<file path="config.mk">
export PLATFORM = sky130hd
export DESIGN_NAME = game_physics_engine_flat
export DESIGN_NICKNAME = d
export VERILOG_FILES = /design/src/rtl/game_physics_engine_pkg.sv /design/src/rtl/game_physics_engine_if.sv /design/src/rtl/game_frame_divider.sv /design/src/rtl/game_physics_engine.sv /design/src/flat_wrapper.sv
export SDC_FILE = /design/constraint.sdc
export NUM_CORES = 1
export LEC_CHECK = 0
export CORE_MARGIN = 2
export CORE_UTILIZATION = 63
export DETAILED_ROUTE_END_ITERATION = 8
export GPL_TIMING_DRIVEN = 0
export PLACE_DENSITY = 0.95
export SLEW_MARGIN = 20
export SYNTH_ARGS = -nofsm -noshare
export SYNTH_HDL_FRONTEND = slang
export SYNTH_HIERARCHICAL = 1
export SYNTH_SLANG_ARGS = --single-unit
export TNS_END_PERCENT = 5
</file>
<file path="constraint.sdc">
create_clock -name clk -period 17.5 [get_ports clk]
set_input_delay 1.75 -clock clk [delete_from_list [all_inputs] [get_ports clk]]
set_output_delay 1.75 -clock clk [all_outputs]
set_load 0.005 [all_outputs]
</file>
<file path="src/rtl/game_physics_engine_pkg.sv">
// Shared constants, state codes and small helpers for the dino game physics stage.
// Screen geometry is in pixels; all positions are unsigned bytes.
package game_physics_engine_pkg;

   typedef logic [7:0] ubyte;

   typedef enum logic [3:0] {
      GAME_MENU    = 4'd0,
      GAME_RUNNING = 4'd1,
      GAME_PAUSE   = 4'd2,
      GAME_OVER    = 4'd3
   } game_state_e;

   localparam ubyte X_MAX      = 8'd159;
   localparam ubyte Y_MAX      = 8'd119;
   localparam ubyte GROUND_TOP = 8'd100;
   localparam ubyte DINO_H     = 8'd10;
   localparam ubyte DINO_X     = 8'd20;
   localparam ubyte DINO_W     = 8'd8;
   localparam ubyte OBS_W      = 8'd6;
   localparam ubyte MIN_OBS_H  = 8'd6;
   localparam ubyte MAX_OBS_H  = 8'd14;
   localparam ubyte DINO_Y0    = 8'd90;
   localparam ubyte OBS1_X0    = 8'd120;
   localparam ubyte OBS2_X0    = 8'd254;

   // Respawn column: at least 160+random, at least 40 px behind the other obstacle.
   function automatic ubyte respawn_x(input logic [5:0] rnd, input ubyte other);
      logic [8:0] w_base;
      logic [8:0] w_gap;
      logic [8:0] w_max;
      w_base = 9'd160 + {3'd0, rnd};
      w_gap  = {1'b0, other} + 9'd40;
      w_max  = (w_base > w_gap) ? w_base : w_gap;
      return (w_max > 9'd255) ? 8'd255 : w_max[7:0];
   endfunction

   function automatic logic collides(input ubyte obs_x, input ubyte obs_h, input ubyte dino_y);
      return (obs_x < (DINO_X + DINO_W)) &&
             (({1'b0, obs_x} + {1'b0, OBS_W}) > {1'b0, DINO_X}) &&
             ((dino_y + DINO_H) > (GROUND_TOP - obs_h));
   endfunction

   function automatic logic [15:0] lfsr_next(input logic [15:0] s);
      return {1'b0, s[15:1]} ^ (s[0] ? 16'hB400 : 16'h0000);
   endfunction

endpackage

</file>
<file path="src/rtl/game_physics_engine_if.sv">
// Button inputs and per-frame game state outputs between the physics stage and its neighbours.
interface game_physics_engine_if;
   logic        btnJump;
   logic        btnPause;
   logic        frameClk;
   logic [3:0]  gameState;
   logic [7:0]  dinoY;
   logic [7:0]  obs1X;
   logic [7:0]  obs1H;
   logic [7:0]  obs2X;
   logic [7:0]  obs2H;
   logic [15:0] score;

   modport master (output btnJump, btnPause,
                   input  frameClk, gameState, dinoY, obs1X, obs1H, obs2X, obs2H, score);
   modport slave  (input  btnJump, btnPause,
                   output frameClk, gameState, dinoY, obs1X, obs1H, obs2X, obs2H, score);
endinterface

</file>
<file path="src/rtl/game_frame_divider.sv">
// Free-running frame divider: counts 0..FRAME_DIV-1 and flags the last count.
module game_frame_divider #(
   parameter int FRAME_DIV = 833333
) (
   input  logic clk,
   input  logic reset,
   output logic o_tick
);
   localparam int CW = (FRAME_DIV > 2) ? $clog2(FRAME_DIV) : 1;
   localparam logic [CW-1:0] LAST = CW'(FRAME_DIV - 1);

   logic [CW-1:0] r_count;

   // Frame counter with wrap on the last count
   always_ff @(posedge clk or posedge reset) begin
      if (reset) begin
         r_count <= '0;
      end else if (r_count == LAST) begin
         r_count <= '0;
      end else begin
         r_count <= r_count + {{(CW-1){1'b0}}, 1'b1};
      end
   end

   assign o_tick = (r_count == LAST);
endmodule

</file>
<file path="src/rtl/game_physics_engine.sv">
// Game-state FSM, dino jump physics, obstacle scroll/respawn, collision and score.
// Everything except the button edge detectors advances only on the frame tick.
module game_physics_engine
   import game_physics_engine_pkg::*;
#(
   parameter int          FRAME_DIV    = 833333,
   parameter int          JUMP_V0      = 6,
   parameter int          GRAVITY      = 1,
   parameter int          SCROLL_SPEED = 2,
   parameter logic [15:0] LFSR_SEED    = 16'hACE1
) (
   input logic                  clk,
   input logic                  reset,
   game_physics_engine_if.slave bus
);
   localparam logic signed [7:0] JUMP_VEL = 8'(-JUMP_V0);
   localparam logic signed [7:0] GRAV     = 8'(GRAVITY);
   localparam ubyte              SCROLL   = 8'(SCROLL_SPEED);

   game_state_e       r_state, w_state_n;
   logic              r_frame_clk, r_jump_d, r_pause_d, r_jump_req, r_pause_req;
   ubyte              r_dino_y, r_obs1_x, r_obs1_h, r_obs2_x, r_obs2_h;
   logic signed [7:0] r_vel;
   logic [15:0]       r_score, r_lfsr;

   logic              w_tick, w_jump_rise, w_pause_rise, w_on_ground, w_airborne, w_hit;
   logic signed [7:0] w_vel_eff, w_vel_phys, w_vel_n;
   logic signed [8:0] w_y_sum;
   ubyte              w_dino_y_phys, w_obs1_x_phys, w_obs1_h_phys, w_obs2_x_phys, w_obs2_h_phys;
   ubyte              w_dino_y_n, w_obs1_x_n, w_obs1_h_n, w_obs2_x_n, w_obs2_h_n;
   logic [15:0]       w_score_n, w_lfsr_n;

   game_frame_divider #(.FRAME_DIV(FRAME_DIV)) u_div (
      .clk    (clk),
      .reset  (reset),
      .o_tick (w_tick)
   );

   assign w_jump_rise  = bus.btnJump  & ~r_jump_d;
   assign w_pause_rise = bus.btnPause & ~r_pause_d;

   assign w_on_ground = (r_dino_y == DINO_Y0) && (r_vel == 8'sd0);
   assign w_vel_eff   = (r_jump_req && w_on_ground) ? JUMP_VEL : r_vel;
   assign w_airborne  = (r_dino_y != DINO_Y0) || (w_vel_eff != 8'sd0);
   assign w_y_sum     = $signed({1'b0, r_dino_y}) + {w_vel_eff[7], w_vel_eff};

   // Candidate dino position/velocity for a RUNNING tick
   always_comb begin
      w_dino_y_phys = r_dino_y;
      w_vel_phys    = r_vel;
      if (w_airborne) begin
         if (w_y_sum >= $signed({1'b0, DINO_Y0})) begin
            w_dino_y_phys = DINO_Y0;
            w_vel_phys    = 8'sd0;
         end else if (w_y_sum < 9'sd0) begin
            w_dino_y_phys = 8'd0;
            w_vel_phys    = w_vel_eff + GRAV;
         end else begin
            w_dino_y_phys = w_y_sum[7:0];
            w_vel_phys    = w_vel_eff + GRAV;
         end
      end else begin
         w_dino_y_phys = r_dino_y;
         w_vel_phys    = r_vel;
      end
   end

   // Obstacle scroll; obs2 spaces itself from obs1's already-updated column
   always_comb begin
      w_obs1_x_phys = r_obs1_x - SCROLL;
      w_obs1_h_phys = r_obs1_h;
      w_obs2_x_phys = r_obs2_x - SCROLL;
      w_obs2_h_phys = r_obs2_h;
      if (r_obs1_x < SCROLL) begin
         w_obs1_x_phys = respawn_x(r_lfsr[5:0], r_obs2_x);
         w_obs1_h_phys = MIN_OBS_H + {5'd0, r_lfsr[2:0]};
      end else begin
         w_obs1_h_phys = r_obs1_h;
      end
      if (r_obs2_x < SCROLL) begin
         w_obs2_x_phys = respawn_x(r_lfsr[13:8], w_obs1_x_phys);
         w_obs2_h_phys = MIN_OBS_H + {5'd0, r_lfsr[10:8]};
      end else begin
         w_obs2_h_phys = r_obs2_h;
      end
   end

   assign w_hit = collides(w_obs1_x_phys, w_obs1_h_phys, w_dino_y_phys) ||
                  collides(w_obs2_x_phys, w_obs2_h_phys, w_dino_y_phys);

   // Next-state and next-datapath selection by game state
   always_comb begin
      w_state_n  = r_state;
      w_dino_y_n = r_dino_y;
      w_vel_n    = r_vel;
      w_obs1_x_n = r_obs1_x;
      w_obs1_h_n = r_obs1_h;
      w_obs2_x_n = r_obs2_x;
      w_obs2_h_n = r_obs2_h;
      w_score_n  = r_score;
      w_lfsr_n   = r_lfsr;
      case (r_state)
         GAME_MENU: begin
            if (r_jump_req) w_state_n = GAME_RUNNING;
            else            w_state_n = GAME_MENU;
         end
         GAME_RUNNING: begin
            if (r_pause_req) begin
               w_state_n = GAME_PAUSE;
            end else begin
               w_dino_y_n = w_dino_y_phys;
               w_vel_n    = w_vel_phys;
               w_obs1_x_n = w_obs1_x_phys;
               w_obs1_h_n = w_obs1_h_phys;
               w_obs2_x_n = w_obs2_x_phys;
               w_obs2_h_n = w_obs2_h_phys;
               w_lfsr_n   = lfsr_next(r_lfsr);
               if (w_hit) w_state_n = GAME_OVER;
               else       w_score_n = (r_score == 16'hFFFF) ? r_score : r_score + 16'd1;
            end
         end
         GAME_PAUSE: begin
            if (r_pause_req) w_state_n = GAME_RUNNING;
            else             w_state_n = GAME_PAUSE;
         end
         GAME_OVER: begin
            if (r_jump_req) begin
               w_state_n  = GAME_MENU;
               w_dino_y_n = DINO_Y0;
               w_vel_n    = 8'sd0;
               w_obs1_x_n = OBS1_X0;
               w_obs1_h_n = MIN_OBS_H;
               w_obs2_x_n = OBS2_X0;
               w_obs2_h_n = MAX_OBS_H;
               w_score_n  = 16'd0;
            end else begin
               w_state_n = GAME_OVER;
            end
         end
         default: w_state_n = GAME_MENU;
      endcase
   end

   // Game-state register, advanced on the frame tick
   always_ff @(posedge clk or posedge reset) begin
      if (reset)       r_state <= GAME_MENU;
      else if (w_tick) r_state <= w_state_n;
      else             r_state <= r_state;
   end

   // Frame strobe, button requests and datapath registers
   always_ff @(posedge clk or posedge reset) begin
      if (reset) begin
         r_frame_clk <= 1'b0;
         r_jump_d    <= 1'b0;
         r_pause_d   <= 1'b0;
         r_jump_req  <= 1'b0;
         r_pause_req <= 1'b0;
         r_dino_y    <= DINO_Y0;
         r_vel       <= 8'sd0;
         r_obs1_x    <= OBS1_X0;
         r_obs1_h    <= MIN_OBS_H;
         r_obs2_x    <= OBS2_X0;
         r_obs2_h    <= MAX_OBS_H;
         r_score     <= 16'd0;
         r_lfsr      <= LFSR_SEED;
      end else begin
         r_frame_clk <= w_tick;
         r_jump_d    <= bus.btnJump;
         r_pause_d   <= bus.btnPause;
         // A press landing on the tick edge survives into the next frame
         r_jump_req  <= w_tick ? w_jump_rise  : (r_jump_req  | w_jump_rise);
         r_pause_req <= w_tick ? w_pause_rise : (r_pause_req | w_pause_rise);
         if (w_tick) begin
            r_dino_y <= w_dino_y_n;
            r_vel    <= w_vel_n;
            r_obs1_x <= w_obs1_x_n;
            r_obs1_h <= w_obs1_h_n;
            r_obs2_x <= w_obs2_x_n;
            r_obs2_h <= w_obs2_h_n;
            r_score  <= w_score_n;
            r_lfsr   <= w_lfsr_n;
         end
      end
   end

   assign bus.frameClk  = r_frame_clk;
   assign bus.gameState = r_state;
   assign bus.dinoY     = r_dino_y;
   assign bus.obs1X     = r_obs1_x;
   assign bus.obs1H     = r_obs1_h;
   assign bus.obs2X     = r_obs2_x;
   assign bus.obs2H     = r_obs2_h;
   assign bus.score     = r_score;
endmodule
</file>
<file path="src/flat_wrapper.sv">
// flat-port wrapper written by rule: the top's interface ports become plain ports
module game_physics_engine_flat import game_physics_engine_pkg::*;
#(
   parameter int          FRAME_DIV    = 833333,
   parameter int          JUMP_V0      = 6,
   parameter int          GRAVITY      = 1,
   parameter int          SCROLL_SPEED = 2,
   parameter logic [15:0] LFSR_SEED    = 16'hACE1
)
  (clk, reset, bus_btnJump, bus_btnPause, bus_frameClk, bus_gameState, bus_dinoY, bus_obs1X, bus_obs1H, bus_obs2X, bus_obs2H, bus_score);
  game_physics_engine_if bus_i ();
  input logic clk;
  input logic reset;
  input wire logic [$bits(bus_i.btnJump)-1:0] bus_btnJump;
  input wire logic [$bits(bus_i.btnPause)-1:0] bus_btnPause;
  output wire logic [$bits(bus_i.frameClk)-1:0] bus_frameClk;
  output wire logic [$bits(bus_i.gameState)-1:0] bus_gameState;
  output wire logic [$bits(bus_i.dinoY)-1:0] bus_dinoY;
  output wire logic [$bits(bus_i.obs1X)-1:0] bus_obs1X;
  output wire logic [$bits(bus_i.obs1H)-1:0] bus_obs1H;
  output wire logic [$bits(bus_i.obs2X)-1:0] bus_obs2X;
  output wire logic [$bits(bus_i.obs2H)-1:0] bus_obs2H;
  output wire logic [$bits(bus_i.score)-1:0] bus_score;
  assign bus_i.btnJump = bus_btnJump;
  assign bus_i.btnPause = bus_btnPause;
  assign bus_frameClk = bus_i.frameClk;
  assign bus_gameState = bus_i.gameState;
  assign bus_dinoY = bus_i.dinoY;
  assign bus_obs1X = bus_i.obs1X;
  assign bus_obs1H = bus_i.obs1H;
  assign bus_obs2X = bus_i.obs2X;
  assign bus_obs2H = bus_i.obs2H;
  assign bus_score = bus_i.score;
  game_physics_engine #(.FRAME_DIV(FRAME_DIV), .JUMP_V0(JUMP_V0), .GRAVITY(GRAVITY), .SCROLL_SPEED(SCROLL_SPEED), .LFSR_SEED(LFSR_SEED)) u_core (.clk(clk), .reset(reset), .bus(bus_i));
endmodule
</file>
Word level (Yosys, flattened, before mapping)
Index checks and enable logic that the tools add are counted.

word-level totals
  bits in read-only memories = 0
  memory bits (writable) = 0
  logic and storage cells = 131
  bits in latches = 0
  flip-flop bits (word level) = 109
  memories = 0
  input bits = 4
  output and inout bits = 61

cells by class
  bitwise logic cells = 8
  shift-type cells = 0
  muxes and demuxes = 47
  eq/ne operators = 13
  reduce and logical (&&, ||, !) cells = 17
  add/sub/neg operators = 17
  $lt $le $gt $ge = 14
  $mul = 0
  div/mod/pow operators = 0

operator list
  operator                                                        count
  two-way mux 8 bit                                               24
  one-hot mux 8 bit (2 select lines)                              6
  two-way mux 16 bit                                              5
  one-hot mux 16 bit (2 select lines)                             1
  adder 20 x 1 -> 20 bit (second input constant)                  1
  equality test 20 bit (second input constant)                    1
  two-way mux 20 bit                                              1
  adder 8 x 3 -> 9 bit (second input constant)                    2
  adder 8 x 6 -> 9 bit (first input constant)                     2
  adder 8 x 6 -> 9 bit (second input constant)                    2
  greater-than comparator 9 x 5 -> 1 bit (second input constant)  2
  greater-than comparator 9 x 8 -> 1 bit (second input constant)  2
  greater-than comparator 9 bit                                   2
  two-way mux 9 bit                                               2
  adder 16 x 1 -> 16 bit (second input constant)                  1
  equality test 16 bit (second input constant)                    1
  greater-than comparator 8 bit                                   2
  < comparator 8 x 2 -> 1 bit (second input constant)             2
  < comparator 8 x 5 -> 1 bit (second input constant)             2
  one-hot mux 4 bit (4 select lines)                              1
  subtractor 7 x 8 -> 8 bit (first input constant)                2
  subtractor 8 x 2 -> 8 bit (second input constant)               2
  bitwise XOR 15 x 16 -> 16 bit                                   1
  adder 8 x 9 -> 9 bit                                            1
  other kinds (29)                                                48

Longest topological paths before layout
  depth in word-level cells = 20
  mapped depth = 38
  depth with buffers taken out = 36

Modules after synthesis
Netlist, hierarchy kept.

by module, submodules not included
  module               sequential area each (µm²)  cells an instance  instances  area each (µm²)
  game_physics_engine  2,212.1                     745                1          6,282.3
  game_frame_divider   500.5                       103                1          1,041.0

Least setup slack after synthesis
No wires, ideal clock.

  path type = flip-flop to flip-flop
  start = register u_core.r_dino_y[1], in the netlist u_core/bus.dinoY[1]
  end = register u_core.r_score[2], in the netlist u_core/bus.score[2]
  clock period less this slack = 6.661 ns
  library setup time = 0.078 ns
  cell stages (with the launch flop) = 38
  setup slack = 10.839 ns
  data required time = 17.422 ns
  path buffers = 2
  data arrival time = 6.583 ns
  path through = dfstp_2 inv_1 nor4_1 nand3_1 nor3_1 or2_2 inv_1 fa_1 inv_1 a21oi_1 o21bai_1 a21oi_1 o21bai_1 a21o_1 a21o_1 xnor2_1 nor2_1 a21o_1 (+2 left out) nor2_1 ha_1 ha_1 o21a_1 o21a_1 o21a_1 o21a_1 o21ai_0 nand2b_1 a21oi_1 or3_1 a221o_1 o21ai_0 and2_4 buf_6 clkbuf_1 o31ai_1 a21oi_1

between the ends
  longest elaborated chain between the ends = 15
  elaborated cells between the ends (all ways) = 21
  classes of those cells = add/sub: 2; order compare: 4; eq/ne: 3; mux: 4; reduce/logical: 8

ends and longest elaborated chain
  element                              RTL line                       RTL
  from (decl)                          game_physics_engine.sv:22      ubyte r_dino_y, r_obs1_x, r_obs1_h, r_obs2_x, r_obs2_h;
  from (signal assigned)               game_physics_engine.sv:175     r_dino_y <= w_dino_y_n;
  equality test 8 x 7 -> 1 bit         game_physics_engine.sv:42      assign w_on_ground = (r_dino_y == DINO_Y0) && (r_vel == 8'sd0);
  logical AND 1 bit                    game_physics_engine.sv:42
  logical AND 1 bit                    game_physics_engine.sv:43      assign w_vel_eff = (r_jump_req && w_on_ground) ? JUMP_VEL : r_vel;
  two-way mux 8 bit                    game_physics_engine.sv:43
  adder 8 x 9 -> 9 bit                 game_physics_engine.sv:45      assign w_y_sum = $signed({1'b0, r_dino_y}) + {w_vel_eff[7], w_vel_eff};
  < comparator 9 x 1 -> 1 bit          game_physics_engine.sv:55      end else if (w_y_sum < 9'sd0) begin
  two-way mux 8 bit                    game_physics_engine.sv:55
  two-way mux 8 bit                    game_physics_engine.sv:52      if (w_y_sum >= $signed({1'b0, DINO_Y0})) begin
  two-way mux 8 bit (*)                game_physics_engine.sv:51      if (w_airborne) begin
  adder 8 x 4 -> 8 bit (*)             game_physics_engine_pkg.sv:41  ((dino_y + DINO_H) > (GROUND_TOP - obs_h));
  greater-than comparator 8 bit        game_physics_engine_pkg.sv:41
  logical AND 1 bit                    game_physics_engine_pkg.sv:40  (({1'b0, obs_x} + {1'b0, OBS_W}) > {1'b0, DINO_X}) &&
  logical OR 1 bit (*)                 game_physics_engine.sv:88      assign w_hit = collides(w_obs1_x_phys, w_obs1_h_phys, w_dino_y_phys) ||
  inequality test 2 bit (no line) (*)  n/a
  AND reduction 6 bit (no line) (*)    n/a
  to (signal assigned)                 game_physics_engine.sv:181     r_score <= w_score_n;
  to (decl)                            game_physics_engine.sv:24      logic [15:0] r_score, r_lfsr;

Mark *: on every way between the ends. The rest lies on a longest branch, timed or not.
A chain may end at the register's enable or synchronous reset.

Final worst setup path
Ends and elaborated chain as after synthesis.

==> flow_metrics.py <==
metrics = {
    "grt": {
        "antenna_found_initial": 0,
        "grt_util_met3_pct": 6.206,
        "grt_pass1_wl_um": 32390,
        "grt_busiest_layer": "met2",
        "gr-total-overflow": 0,
        "grt_util_met2_pct": 50.30,
        "use_met1_pct": 42.80,
        "grt_pass1_vias": 6680,
        "grt_max_degree": 46,
        "grt_usage_pct": 31.91,
    },
    "floorplanning": {
        "dieWidth_um": 111.8,
        "die-area_sq_um": 12500,
        "row_count": 39,
        "pin_count": 65,
        "die_h_um": 111.8,
        "core_area_sq_um": 11370,
        "start_util_pct": 64.41,
    },
    "power_and_ir_drop": {
        "ir_drop_mv": 0.06199,
        "power_density_nw_per_um2": 56.60,
        "p_leak_nw": 3.745,
    },
    "setup_path": {
        "cp.arrival_ns": 8.39,
        "cpMaxStageDelayCell": "nor3_1",
        "startpoint_type": "register",
        "required_ns": 17.77,
        "cp_max_fo": 10,
        "critPathMaxStageDelay_ns": 0.64,
        "crit_type": "reg -> reg",
        "end_kind": "register",
    },
    "route": {
        "final_antenna_net_count": 0,
        "drtPass1Iterations": 5,
        "vias": 6887,
        "drtIter0Drc": 675,
        "wl_per_cell_um": 18.34,
        "drc": 0,
        "via_per_inst": 6.418,
        "drt_wl_total_um": 19670,
    },
    "timing": {
        "finalHoldViolCount": 0,
        "drv_slew": 0,
        "setup_slack_ns": 9.382,
        "fmax_ghz": 0.1232,
        "rsz0062_at_grt": "no",
        "relSlewSlack_pct": 27.54,
        "layout_min_cycle_time_ns": 8.118,
        "fin_tns_setup_ns": 0,
        "worst_clock_skew_ns": 0.005508,
        "setup_viol": 0,
        "fin_crit_sh_pct": 46.39,
        "tightestPinTransition_ns": 1.079,
    },
    "clocking": {
        "clock-sinks": 107,
        "clock_path_buffers": 2,
        "clk_latency_ns": 0.35,
        "htreeDepth": 3,
        "cts_setup_buffers": 0,
        "clk_pin_slew_ns": 0.07,
        "cts_tree": "yes",
        "cts_resized": 0,
        "hold_buffers": 0,
        "cts_buffers": 9,
        "cts_root_buf": "clkbuf_16",
    },
    "synthesis": {
        "yosysUniqueCellTypes": 75,
        "synth_top_area_share_pct": 26.99,
        "synth_edf_count": 0,
        "netlist_top_cells_area": "dfrtp_1, dfstp_2, ha_1",
        "synthArstFlopShare_pct": 100.0,
        "syn_area_per_cell_sq_um": 8.636,
        "seq_area_frac_synth_pct": 37.04,
        "ys_seq_elements": 107,
        "synthFlopType": "dfrtp_1",
        "synth_top_cell_by_area": "dfrtp_1",
        "synth_area_sq_um": 7323,
        "synth_warnings": 6,
        "syn_inst": 848,
    },
    "finish": {
        "n_fill_cell": 773,
        "final_common_cell": "nand2_1",
        "layout_common_cells": "nand2_1, dfrtp_1, nor2_1, clkdlybuf4s50_1, a21oi_1",
        "post-route-cell-area_sq_um": 8493,
        "final_layout_size_suffix_gt1_share_pct": 8.602,
        "num_antenna_cells": 0,
        "final_nets": 987,
        "synthToLayoutAreaGrowth_pct": 15.97,
    },
    "worst_hold_path": {
        "min_path_type": "reg -> reg",
    },
    "outcome": {
        "outcome": "finished, final reports clean",
    },
    "placed_design": {
        "place.gp.congestion": 0.9560,
        "dpl_cell_area_sq_um": 8164,
        "dpl_worst_slack_ns": 9.689,
        "hpwl_um": 14220,
        "io_buffers": 62,
    },
    "flow_run": {
        "cap_violations": 0,
    },
}
-- logic make-up (layout without fill, tap and decap cells) --
kind of cell               count (synthesis)  in the layout  synth area share [%]
AOI/OAI and AO/OA                        200            200                 17.34
xor gates and xnor gates                  56             56                 6.697
adders and majority gates                 58             58                 10.01
buffers and inverters                     89            168                 5.142
DFF                                      107            107                 37.04
muxes                                      9              9                 1.367
other                                      1              4               0.05121
and+or+nand+nor                          328            328                 22.35
-- per-stage QoR --
stage          utilization (%)  cells  total power (W)  hold WS (ns)
2_1_floorplan                -    851        0.0002568        0.3988
3_3_place_gp             71.54   1056        0.0002591        0.4141
3_5_place_dp             71.81   1057        0.0002601        0.4319
4_1_cts                  74.70   1073        0.0004836        0.4470
5_1_grt                  74.70   1073        0.0004961        0.4514
6_report                 74.70   1073        0.0004807        0.4455
-- cells in the mapped netlist (all sizes together) (6+ instances only) --
cell / number
nand3: 35
o21a: 6
a21o: 7
or4: 9
dfstp: 28
buf: 10
nor3: 21
inv: 55
and3: 15
o21ai: 59
xnor2: 39
o22ai: 8
nor2: 79
nand2b: 7
o31ai: 11
nor4: 8
a22oi: 6
ha: 57
or3: 15
clkbuf: 24
dfrtp: 79
and2: 8
o22a: 7
nand4: 13
a21oi: 59
nor2b: 12
mux2i: 7
xor2: 17
nand2: 92
-- power by group --
group	total, W	internal, W	switching [W]
registers	0.000248	0.000248	0.000000108
clock network	0.000225	0.000134	0.0000913
logic	0.00000760	0.00000187	0.00000573
total	0.000481	0.000384	0.0000971
-- layout make-up --
cell class / instances / area [sq um] / area share (%)
plain buffers: 34 / 170.2 / 2.004
clock buffers: 13 / 260.3 / 3.064
clock inverters: 3 / 68.82 / 0.8103
inverters: 55 / 209.0 / 2.460
multi-input cells: 655 / 4245 / 49.99
flip-flops and latches: 107 / 2713 / 31.94
well taps: 143 / 178.9 / 2.107
repair buffers: 63 / 648.1 / 7.631
-- routing by layer --
metal	vias to the layer above	wire (um)	share of wire, %
li1	3143	-	-
met1	3306	8216	42
met2	380	9199	47
met3	58	1695	8.6
met4	0	563	2.9
met5	-	0	0
-- state kept, by name (all words and copies together) (netlist names), 2 cells and up --
| register | count |
|---|---|
| u_core/bus.gameState | 2 |
| u_core/bus.obs1H | 8 |
| u_core/u_div/r_count | 20 |
| u_core/bus.obs1X | 8 |
| u_core/bus.obs2H | 8 |
| u_core/bus.obs2X | 8 |
| u_core/r_vel | 8 |
| u_core/bus.dinoY | 8 |
| u_core/r_lfsr | 16 |
| u_core/bus.score | 16 |
-- worst max-delay path, delay by kind of cell (launching register included) --
family                   cells  cell delay (ns)
AO/OA/AOI/OAI               16             2.71
XOR/XNOR                     2             0.59
adder cells (fa/ha/maj)      3             0.90
buffers and inverters        5             0.74
flip-flops                   1             0.57
AND/OR/NAND/NOR             10             2.53
-- path summary, 6_finish.rpt --
kind,from,endpoint,slack (ns),cells past startpoint
min reg2reg,u_core/r_jump_d$_DFF_PP0_,u_core/r_jump_req$_DFF_PP0_,0.45,1
min in group asynchronous,reset,u_core/bus.frameClk$_DFF_PP0_,1.83,2
max,u_core/bus.dinoY[1]$_DFFE_PP1P_,u_core/bus.score[2]$_DFFE_PP0P_,9.38,36
max reg2reg,u_core/bus.dinoY[1]$_DFFE_PP1P_,u_core/bus.score[2]$_DFFE_PP0P_,9.38,36
max in group asynchronous,reset,u_core/bus.obs2X[4]$_DFFE_PP1P_,14.98,3
min,u_core/r_jump_d$_DFF_PP0_,u_core/r_jump_req$_DFF_PP0_,0.45,1
No activity file was read; power rests on OpenSTA's default activity.
